**config.mk**
```make
export PLATFORM = sky130hd
export DESIGN_NAME = prog_loader_flat
export DESIGN_NICKNAME = d
export VERILOG_FILES = /design/src/rtl/prog_loader_if.sv /design/src/rtl/prog_loader.sv /design/src/flat_wrapper.sv
export SDC_FILE = /design/constraint.sdc
export NUM_CORES = 1
export LEC_CHECK = 0
export CELL_PAD_IN_SITES_DETAIL_PLACEMENT = 0
export CELL_PAD_IN_SITES_GLOBAL_PLACEMENT = 2
export CORE_MARGIN = 2
export CORE_UTILIZATION = 41
export CTS_CLUSTER_SIZE = 12
export DETAILED_ROUTE_END_ITERATION = 10
export GPL_ROUTABILITY_DRIVEN = 0
export HOLD_SLACK_MARGIN = 0.05
export PLACE_DENSITY_LB_ADDON = 0.1
export SLEW_MARGIN = 20
export SYNTH_ARGS = -nofsm -noshare
export SYNTH_HDL_FRONTEND = slang
export SYNTH_SLANG_ARGS = --single-unit
```
**constraint.sdc**
```tcl
create_clock -name clk -period 5.5 [get_ports clk]
set_input_delay 1.375 -clock clk [delete_from_list [all_inputs] [get_ports clk]]
set_output_delay 1.375 -clock clk [all_outputs]
set_load 0.02 [all_outputs]
```
**src/rtl/prog_loader_if.sv**
```systemverilog
// Byte stream from the serial receiver into the program loader.
// The receiver is the master and the loader is the slave; a byte moves when valid && ready.
interface prog_loader_if;
    logic [7:0] data;
    logic       valid;
    logic       ready;

    modport master (output data, output valid, input  ready);
    modport slave  (input  data, input  valid, output ready);
endinterface

```
**src/rtl/prog_loader.sv**
```systemverilog
// Boot loader: parses a counted, XOR-checked byte frame into 16-bit words for instruction
// memory and keeps the CPU in reset until the whole frame has been written and verified.
module prog_loader #(
    parameter int ADDR_W         = 9,
    parameter int DEPTH          = 512,
    parameter int TIMEOUT_CYCLES = 100000
) (
    input  logic              clk,
    input  logic              reset,
    prog_loader_if.slave      rx,
    input  logic              reload,
    output logic              imem_we,
    output logic [ADDR_W-1:0] imem_addr,
    output logic [15:0]       imem_wdata,
    output logic              cpu_reset,
    output logic              done,
    output logic              error
);

    typedef enum logic [2:0] {
        S_CNT_HI, S_CNT_LO, S_DATA_HI, S_DATA_LO, S_CHECK, S_RUN, S_ERROR
    } state_t;

    localparam int              TO_W    = $clog2(TIMEOUT_CYCLES + 1);
    localparam logic [15:0]     DEPTH_N = 16'(DEPTH);
    localparam logic [TO_W-1:0] TO_LAST = TO_W'(TIMEOUT_CYCLES - 1);

    state_t            state;
    logic [7:0]        cnt_hi;
    logic [7:0]        data_hi;
    logic [7:0]        chk;
    logic [15:0]       n_words;
    logic [ADDR_W-1:0] word_cnt;
    logic [TO_W-1:0]   to_cnt;

    logic        xfer;
    logic        timing;
    logic        last_word;
    logic [15:0] n_rx;

    assign rx.ready  = state inside {S_CNT_HI, S_CNT_LO, S_DATA_HI, S_DATA_LO, S_CHECK};
    assign xfer      = rx.valid && rx.ready;
    assign timing    = state inside {S_CNT_LO, S_DATA_HI, S_DATA_LO, S_CHECK};
    assign n_rx      = {cnt_hi, rx.data};
    // n_words >= 1 whenever DATA_LO is reachable, so the subtraction never wraps here.
    assign last_word = (16'(word_cnt) == n_words - 16'd1);

    // NOTE: all state lives in this one clocked block and uses <= so every branch sees
    // the values from before the edge, regardless of statement order.
    always_ff @(posedge clk or negedge reset) begin
        if (!reset) begin
            state      <= S_CNT_HI;
            cnt_hi     <= '0;
            data_hi    <= '0;
            chk        <= '0;
            n_words    <= '0;
            word_cnt   <= '0;
            to_cnt     <= '0;
            imem_we    <= 1'b0;
            imem_addr  <= '0;
            imem_wdata <= '0;
            cpu_reset  <= 1'b1;
            done       <= 1'b0;
            error      <= 1'b0;
        end else begin
            imem_we <= 1'b0;
            if (reload) begin
                // A byte offered alongside reload is deliberately dropped.
                state     <= S_CNT_HI;
                chk       <= '0;
                word_cnt  <= '0;
                to_cnt    <= '0;
                cpu_reset <= 1'b1;
                done      <= 1'b0;
                error     <= 1'b0;
            end else begin
                // Every state change inside a frame is caused by a transfer, so clearing on
                // transfer also clears on state entry.
                if (xfer || !timing) to_cnt <= '0;
                else                 to_cnt <= to_cnt + TO_W'(1);

                if (xfer && state != S_CHECK) chk <= chk ^ rx.data;

                case (state)
                    S_CNT_HI: if (xfer) begin
                        cnt_hi <= rx.data;
                        state  <= S_CNT_LO;
                    end
                    S_CNT_LO: if (xfer) begin
                        n_words <= n_rx;
                        if (n_rx > DEPTH_N) begin
                            state <= S_ERROR;
                            error <= 1'b1;
                        end else if (n_rx == 16'd0) begin
                            state <= S_CHECK;
                        end else begin
                            state <= S_DATA_HI;
                        end
                    end
                    S_DATA_HI: if (xfer) begin
                        data_hi <= rx.data;
                        state   <= S_DATA_LO;
                    end
                    S_DATA_LO: if (xfer) begin
                        imem_we    <= 1'b1;
                        imem_addr  <= word_cnt;
                        imem_wdata <= {data_hi, rx.data};
                        word_cnt   <= word_cnt + ADDR_W'(1);
                        state      <= last_word ? S_CHECK : S_DATA_HI;
                    end
                    S_CHECK: if (xfer) begin
                        if (rx.data == chk) begin
                            state     <= S_RUN;
                            cpu_reset <= 1'b0;
                            done      <= 1'b1;
                        end else begin
                            state <= S_ERROR;
                            error <= 1'b1;
                        end
                    end
                    S_RUN, S_ERROR: ;
                    default: begin
                        state <= S_ERROR;
                        error <= 1'b1;
                    end
                endcase

                if (timing && !xfer && to_cnt == TO_LAST) begin
                    state <= S_ERROR;
                    error <= 1'b1;
                end
            end
        end
    end

endmodule

```
**src/flat_wrapper.sv**
```systemverilog
// flat-port wrapper written by rule: the top's interface ports become plain ports
module prog_loader_flat 
#(
    parameter int ADDR_W         = 9,
    parameter int DEPTH          = 512,
    parameter int TIMEOUT_CYCLES = 100000
)
  (clk, reset, reload, imem_we, imem_addr, imem_wdata, cpu_reset, done, error, rx_data, rx_valid, rx_ready);
  prog_loader_if rx_i ();
  input  logic clk;
  input  logic reset;
  input  logic reload;
  output logic imem_we;
  output logic [ADDR_W-1:0] imem_addr;
  output logic [15:0] imem_wdata;
  output logic cpu_reset;
  output logic done;
  output logic error;
  input wire logic [$bits(rx_i.data)-1:0] rx_data;
  input wire logic [$bits(rx_i.valid)-1:0] rx_valid;
  output wire logic [$bits(rx_i.ready)-1:0] rx_ready;
  assign rx_i.data = rx_data;
  assign rx_i.valid = rx_valid;
  assign rx_ready = rx_i.ready;
  prog_loader #(.ADDR_W(ADDR_W), .DEPTH(DEPTH), .TIMEOUT_CYCLES(TIMEOUT_CYCLES)) u_core (.clk(clk), .reset(reset), .rx(rx_i), .reload(reload), .imem_we(imem_we), .imem_addr(imem_addr), .imem_wdata(imem_wdata), .cpu_reset(cpu_reset), .done(done), .error(error));
endmodule
```
==> impl_results.md <==
- Hold crit path type: reg -> reg
- Crit path launch: reload
- Hold Fails Final Rpt: 0
- Final setup viols: 0
- H-tree Lvls: 3
- TritonCTS clock tree: done
- IO Pins: 42
- Hold WS: 0.499 ns
- Clk root buf: clkbuf_16
- Multi-input gate area: 0.00210 mm²
- Worst r2r dst: u_core.state[2]$_DFFE_PN0P_
- Synth area leaders: dfrtp_1 52%, mux2_2 14%, xor2_1 4.9%, nor2_1 4.0%, xnor2_1 3.8%
- Total power: 2150 µW
- Syn_area_per_cell: 11.2 µm²
- Num CTS Buffers: 9
- CP required: 5.73 ns
- Clock sink count: 98
- FP Rows: 38
- Register area: 0.00245 mm²
- Rel. slew slack: 42.6%
- CP Capture Type: flip-flop
- Max Clk Rate: 304 MHz
- Gates resized, CTS repair: 0
- Cell taking the most area after synthesis: dfrtp_1
- Worst r2r src: u_core.n_words[0]$_DFFE_PN0P_
- Syn_nets: 429
- Antenna violations before repair: 0
- Final Max Slew Viols: 0
- Predominant post-synthesis flop cell: dfrtp_1
- Critical-path top delay cell: clkdlybuf4s50_1
- CP peak stage delay: 1.03 ns
- Cells after synthesis: 414
- Post-synthesis adder-cell area fraction: 0.808%
- Latest clock arrival within the worst-skew pair: 0.35 ns
- Worst r2r path cells: 8
- Post-CTS Setup Bufs: 0
- Routed len/inst: 16.6 µm
- Share of cells above drive strength 1: 19.2%
- Die width: 110 µm
- Ys async rst share: 100%
- Ranking of synthesized cells by instance count: 97 x dfrtp_1, 57 x mux2_2, 49 x nor2_1, 29 x nand2_1, 26 x xor2_1
- Final Cell Area: 0.00550 mm²
- Synth cell types: 47
- Multiplexer share of the synthesized area: 14.2%
- Starting Density: 42.5%
- Synthesis-to-layout area growth: 18.4%
- Final wirelength: 9970 µm
- Final Cycle Share: 59.9%
- GRT Util Overall: 17.5%
- Drt pass-1 iters: 4
- Status: complete, no violations
- Setup tns final: 0 ns
- Fillers: 1006
- Initial drt markers: 197
- Post-synth EDFFs: 0
- Clock-pin slew on the worst setup and hold paths: 0.07 ns
- Register area share after synthesis: 52.8%
- First-pass GRT wire length: 17100 µm
- # DRC: 0
- Worst-path maximum fanout: 19
- Die footprint: 0.0122 mm²
- R2r setup slk: 3.04 ns
- Final Skew: 0.0127 ns
- PortBufs: 41
- Vias in the first global route: 3257
- Worst setup SP type: input port
- Worst VDD drop: 0.229 mV
- CP bufs+invs: 1
- Layout Nets: 469
- Seq cells post-synth: 98
- Vias per cell: 5.22
- RSZ-0062 raised after global routing: no
- Pleak: 0.00232 µW
- Placed cell area: 0.00519 mm²
- Vias: 3129
- Arr. time, crit path: 3.53 ns
- Tmin final: 3.29 ns
- PwrDens: 390 mW/mm²
- Post-synth top area share: 52.2%
- Synth Area in Simple Gates: 15.3%
- CP endpoint: u_core.n_words[10]$_DFFE_PN0P_
- Crit path kind: in -> reg
- GRT overflow: 0
- Largest family of logic cells by synthesized area: simple AND/OR/NAND/NOR gates
- Worst Max-Slew Pin Slew: 0.858 ns
- Die H: 110 µm
- Synth Area in Compound Gates: 6.00%
- Largest net degree at the start of global routing: 64
- Critical path depth in cells: 4
- Mapped Area: 0.00465 mm²
- Count leader, synth: dfrtp_1
- Antenna cells: 0
- Crit path max-delay family: buffers and inverters
- Crit-path cells: clkdlybuf4s50_1 -> nor2_1 -> nand2_1 -> mux2_2
- HPWL Detailed: 6760 µm
- Post-CTS Hold Buffers: 0
- Detail Route Antenna Nets: 0
- Max Cap Viol: 0
- YS warnings: 0
- Post-Synth XOR/XNOR Area: 8.67%
- Core area: 0.0109 mm²
- CTS Buffer Depth: 2
metal layers:
layer	track usage, %	wire [µm]	vias up
met5	0	0	-
met4	6.92	184	0
met3	3.07	246	12
met2	26.5	4550	27
met1	24.9	4990	1566
li1	-	-	1524
cells in the final DEF (no fill, tap or decap), drive strengths merged, types with 2 or more instances in the layout:
cell / count
nand2: 29
clkdlybuf4s50: 40
a31oi: 4
and4: 3
buf: 4
nand2b: 4
or4: 4
nand4: 11
ha: 3
xnor2: 20
nor2: 49
and3: 4
nand3: 12
a21oi: 10
o21ai: 15
nor3: 7
nor4: 4
dfrtp: 97
a21o: 3
mux2: 57
or2: 2
nor2b: 2
clkbuf: 10
xor2: 26
inv: 12
or3: 8
mux2i: 2
a2111oi: 2
sequential cells by signal, summed over array words and instances, names as in the netlist:
| register | count |
|---|---|
| u_core.word_cnt | 9 |
| u_core.cpu_reset | 1 |
| u_core.error | 1 |
| u_core.done | 1 |
| u_core.imem_addr | 9 |
| u_core.chk | 8 |
| u_core.imem_wdata | 16 |
| u_core.cnt_hi | 8 |
| u_core.to_cnt | 17 |
| u_core.n_words | 16 |
| u_core.imem_we | 1 |
| u_core.state | 3 |
| u_core.data_hi | 8 |
cells by family (layout without fill, tap and decap cells):
| group | Yosys count | in the layout |
|---|---|---|
| AO/OA/AOI/OAI | 42 | 42 |
| XOR/XNOR | 46 | 46 |
| adder cells (fa/ha/maj) | 3 | 3 |
| AND/OR/NAND/NOR | 142 | 142 |
| multiplexers | 59 | 59 |
| buffers and inverters | 24 | 69 |
| flip-flops | 98 | 98 |
how the worst min path moves through the flow:
stage	startpoint	end	slack, ns	cells after the start
after global routing	u_core.data_hi[5]$_DFFE_PN0P_	u_core.imem_wdata[13]$_DFFE_PN0P_	0.53	1
after global placement	u_core.n_words[11]$_DFFE_PN0P_	u_core.n_words[11]$_DFFE_PN0P_	0.48	1
final	u_core.data_hi[5]$_DFFE_PN0P_	u_core.imem_wdata[13]$_DFFE_PN0P_	0.50	1
after floorplan	u_core.n_words[14]$_DFFE_PN0P_	u_core.n_words[14]$_DFFE_PN0P_	0.47	1
after CTS	u_core.data_hi[5]$_DFFE_PN0P_	u_core.imem_wdata[13]$_DFFE_PN0P_	0.50	1
after detailed placement	u_core.data_hi[5]$_DFFE_PN0P_	u_core.imem_wdata[13]$_DFFE_PN0P_	0.49	1
area by class of cell:
type	instances	area share, %
Clock buffer	10	4.34
Clock inverter	6	1.30
Inverter	9	0.614
Multi-Input combinational cell	292	38.2
Sequential cell	98	44.6
Tap cell	140	3.18
Timing Repair Buffer	44	7.82
metrics by stage:
step                util (%)  setup WS (ns)  instances
floorplan                  -           2.75        414
global placement        47.5           1.86        583
detailed placement      47.5           1.85        583
CTS                     50.3           2.22        599
global route            50.3           2.01        599
finish                  50.3           2.21        599
power breakdown:
part	internal, µW	leakage, µW	switching, µW	total, µW
sequential	861	0.00128	136	997
combinational	260	0.000894	236	497
clock	371	0.000151	283	653
Power figures use the tool's default switching activity.
==> RTL change: new RTL, same settings <==
`TIMEOUT_CYCLES` is set to 100000 in 2 places; all go to 50000.
--- a/src/rtl/prog_loader.sv
+++ b/src/rtl/prog_loader.sv
@@ -5,3 +5,3 @@
     parameter int DEPTH          = 512,
-    parameter int TIMEOUT_CYCLES = 100000
+    parameter int TIMEOUT_CYCLES = 50000
 ) (
--- a/src/flat_wrapper.sv
+++ b/src/flat_wrapper.sv
@@ -5,3 +5,3 @@
     parameter int DEPTH          = 512,
-    parameter int TIMEOUT_CYCLES = 100000
+    parameter int TIMEOUT_CYCLES = 50000
 )
Function: no difference found for any inputs over 4 cycles, from zero or initial values and one cycle with reset low; that may be too few to reach the edited logic, so the function may still have changed.
==> RTL change against the original RTL <==
- synthesized area up 0.24%
- worst setup slack better by 0.077 ns
- wire length up 0.12%
- worst hold slack worse by 0.042 ns
- power down 9.0%
- cell area down 0.11%
- sequential cell count down 1
- final cell count down 0.67%
- largest cell class unchanged
==> RTL change: results (changes against the original RTL) <==
finish:
  top_regs: "u_core.imem_wdata x16, u_core.n_words x16, u_core.to_cnt x16"  # was u_core.to_cnt x17, u_core.imem_wdata x16, u_core.n_words x16
  regArea_mm2: 0.00243  # was 0.00245 mm^2
  nNetsFinal: 465  # was 469
  n_fill_cell: 1022  # was 1006
  final_cell_count_no_fill: 595  # was 599
  post_route_cells_drive_above_1_share_pct: 19.3  # was 19.2%
sta:
  worst_slack_ns: 2.28  # was 2.21 ns
  worst_slew_pin_slew_ns: 0.710  # was 0.858 ns
  whs_ns: 0.457  # was 0.499 ns
pwr:
  ir_drop_uv: 163  # was 229 uV
  leakagePower_nw: 2.36  # was 2.32 nW
logic_synthesis:
  synthDominantCellAreaShare_pct: 51.6  # was 52.2%
  seq_area_frac_synth_pct: 52.1  # was 52.8%
  synth.net_count: 426  # was 429
  ys_top_cells_by_count: "dfrtp_1, mux2_2, nor2_1, xor2_1, nand2_1"  # was dfrtp_1, mux2_2, nor2_1, nand2_1, xor2_1
  avgSynthCellArea_um2: 11.3  # was 11.2 um^2
  ys_types: 50  # was 47
  synth_area_leaders: "dfrtp_1, mux2_2, xor2_1"  # unchanged
setup_path:
  cp_max_fo: 17  # was 19
  crit_end: "rx_ready"  # was u_core.n_words[10]
  crit_family: "flip-flops"  # was buffers and inverters
  startpoint: "u_core.state[2]"  # was reload
  cp_slowest_cell: "dfrtp_1"  # was clkdlybuf4s50_1
  critPathArrivalTime_ns: 1.84  # was 3.53 ns
  regToRegSetupSlack_ns: 3.25  # was 3.04 ns
  reg2reg_to: "u_core.state[1]"  # was u_core.state[2]
  slowest_delay_ns: 0.70  # was 1.03 ns
  reg2reg_depth: 7  # was 8
placed_design:
  post_dp_cell_area_mm2: 0.00521  # was 0.00519 mm^2
  dp_hpwl_um: 6830  # was 6760 um
  dp_cells: 579  # was 583
  dp_worst_setup_slack_ns: 2.00  # was 1.85 ns
worst_hold_path:
  hold_path_end: "u_core.to_cnt[0]"  # was u_core.imem_wdata[13]
  hp-start: "u_core.to_cnt[0]"  # was u_core.data_hi[5]
global_routing:
  grt_max_degree: 55  # was 64
  grt_pass1_wl_um: 17000  # was 17100 um
  grt_pass1_vias: 3232  # was 3257
  grtUsageTotal_pct: 17.4  # was 17.5%
detailed_routing:
  via_per_inst: 5.27  # was 5.22
  route.met3.wl_um: 313  # was 246 um
  drt_iter0_drc: 120  # was 197
  wl_met2_um: 4450  # was 4550 um
  avgRoutedWirePerCell_um: 16.8  # was 16.6 um
  wl_met1_um: 5050  # was 4990 um
outcome:
  status: "finished, final reports clean"  # unchanged
==> RTL change: kinds of logic (layout without fill, tap and decap cells) <==
logic type,after synthesis,after routing,synth area share [%]
xor+xnor,51,51,9.59
buf+inv,27,71,2.36
flops,97,97,52.1
compound gates,39,39,6.29
mux,57,57,13.8
fa+ha+maj,3,3,0.806
simple gates,137,137,15.0
==> RTL change: layer usage <==
metal | global-route usage [%] | up-vias
li1 | - | 1517
met1 | 24.4 | 1552
met2 | 27.4 | 57
met3 | 2.69 | 12
met4 | 6.25 | 0
met5 | 0 | -
==> RTL change: final cells by class <==
class | count | area share [%]
Inverter | 10 | 0.683
Multi-Input combinational cell | 287 | 38.7
Clock buffer | 10 | 4.35
Sequential cell | 97 | 44.2
Tap cell | 140 | 3.19
Clock inverter | 6 | 0.911
Timing Repair Buffer | 45 | 7.97
==> RTL change: report_power, final <==
part	switching, mW	internal [mW]
clock	0.284	0.324
sequential	0.124	0.828
combinational	0.191	0.204
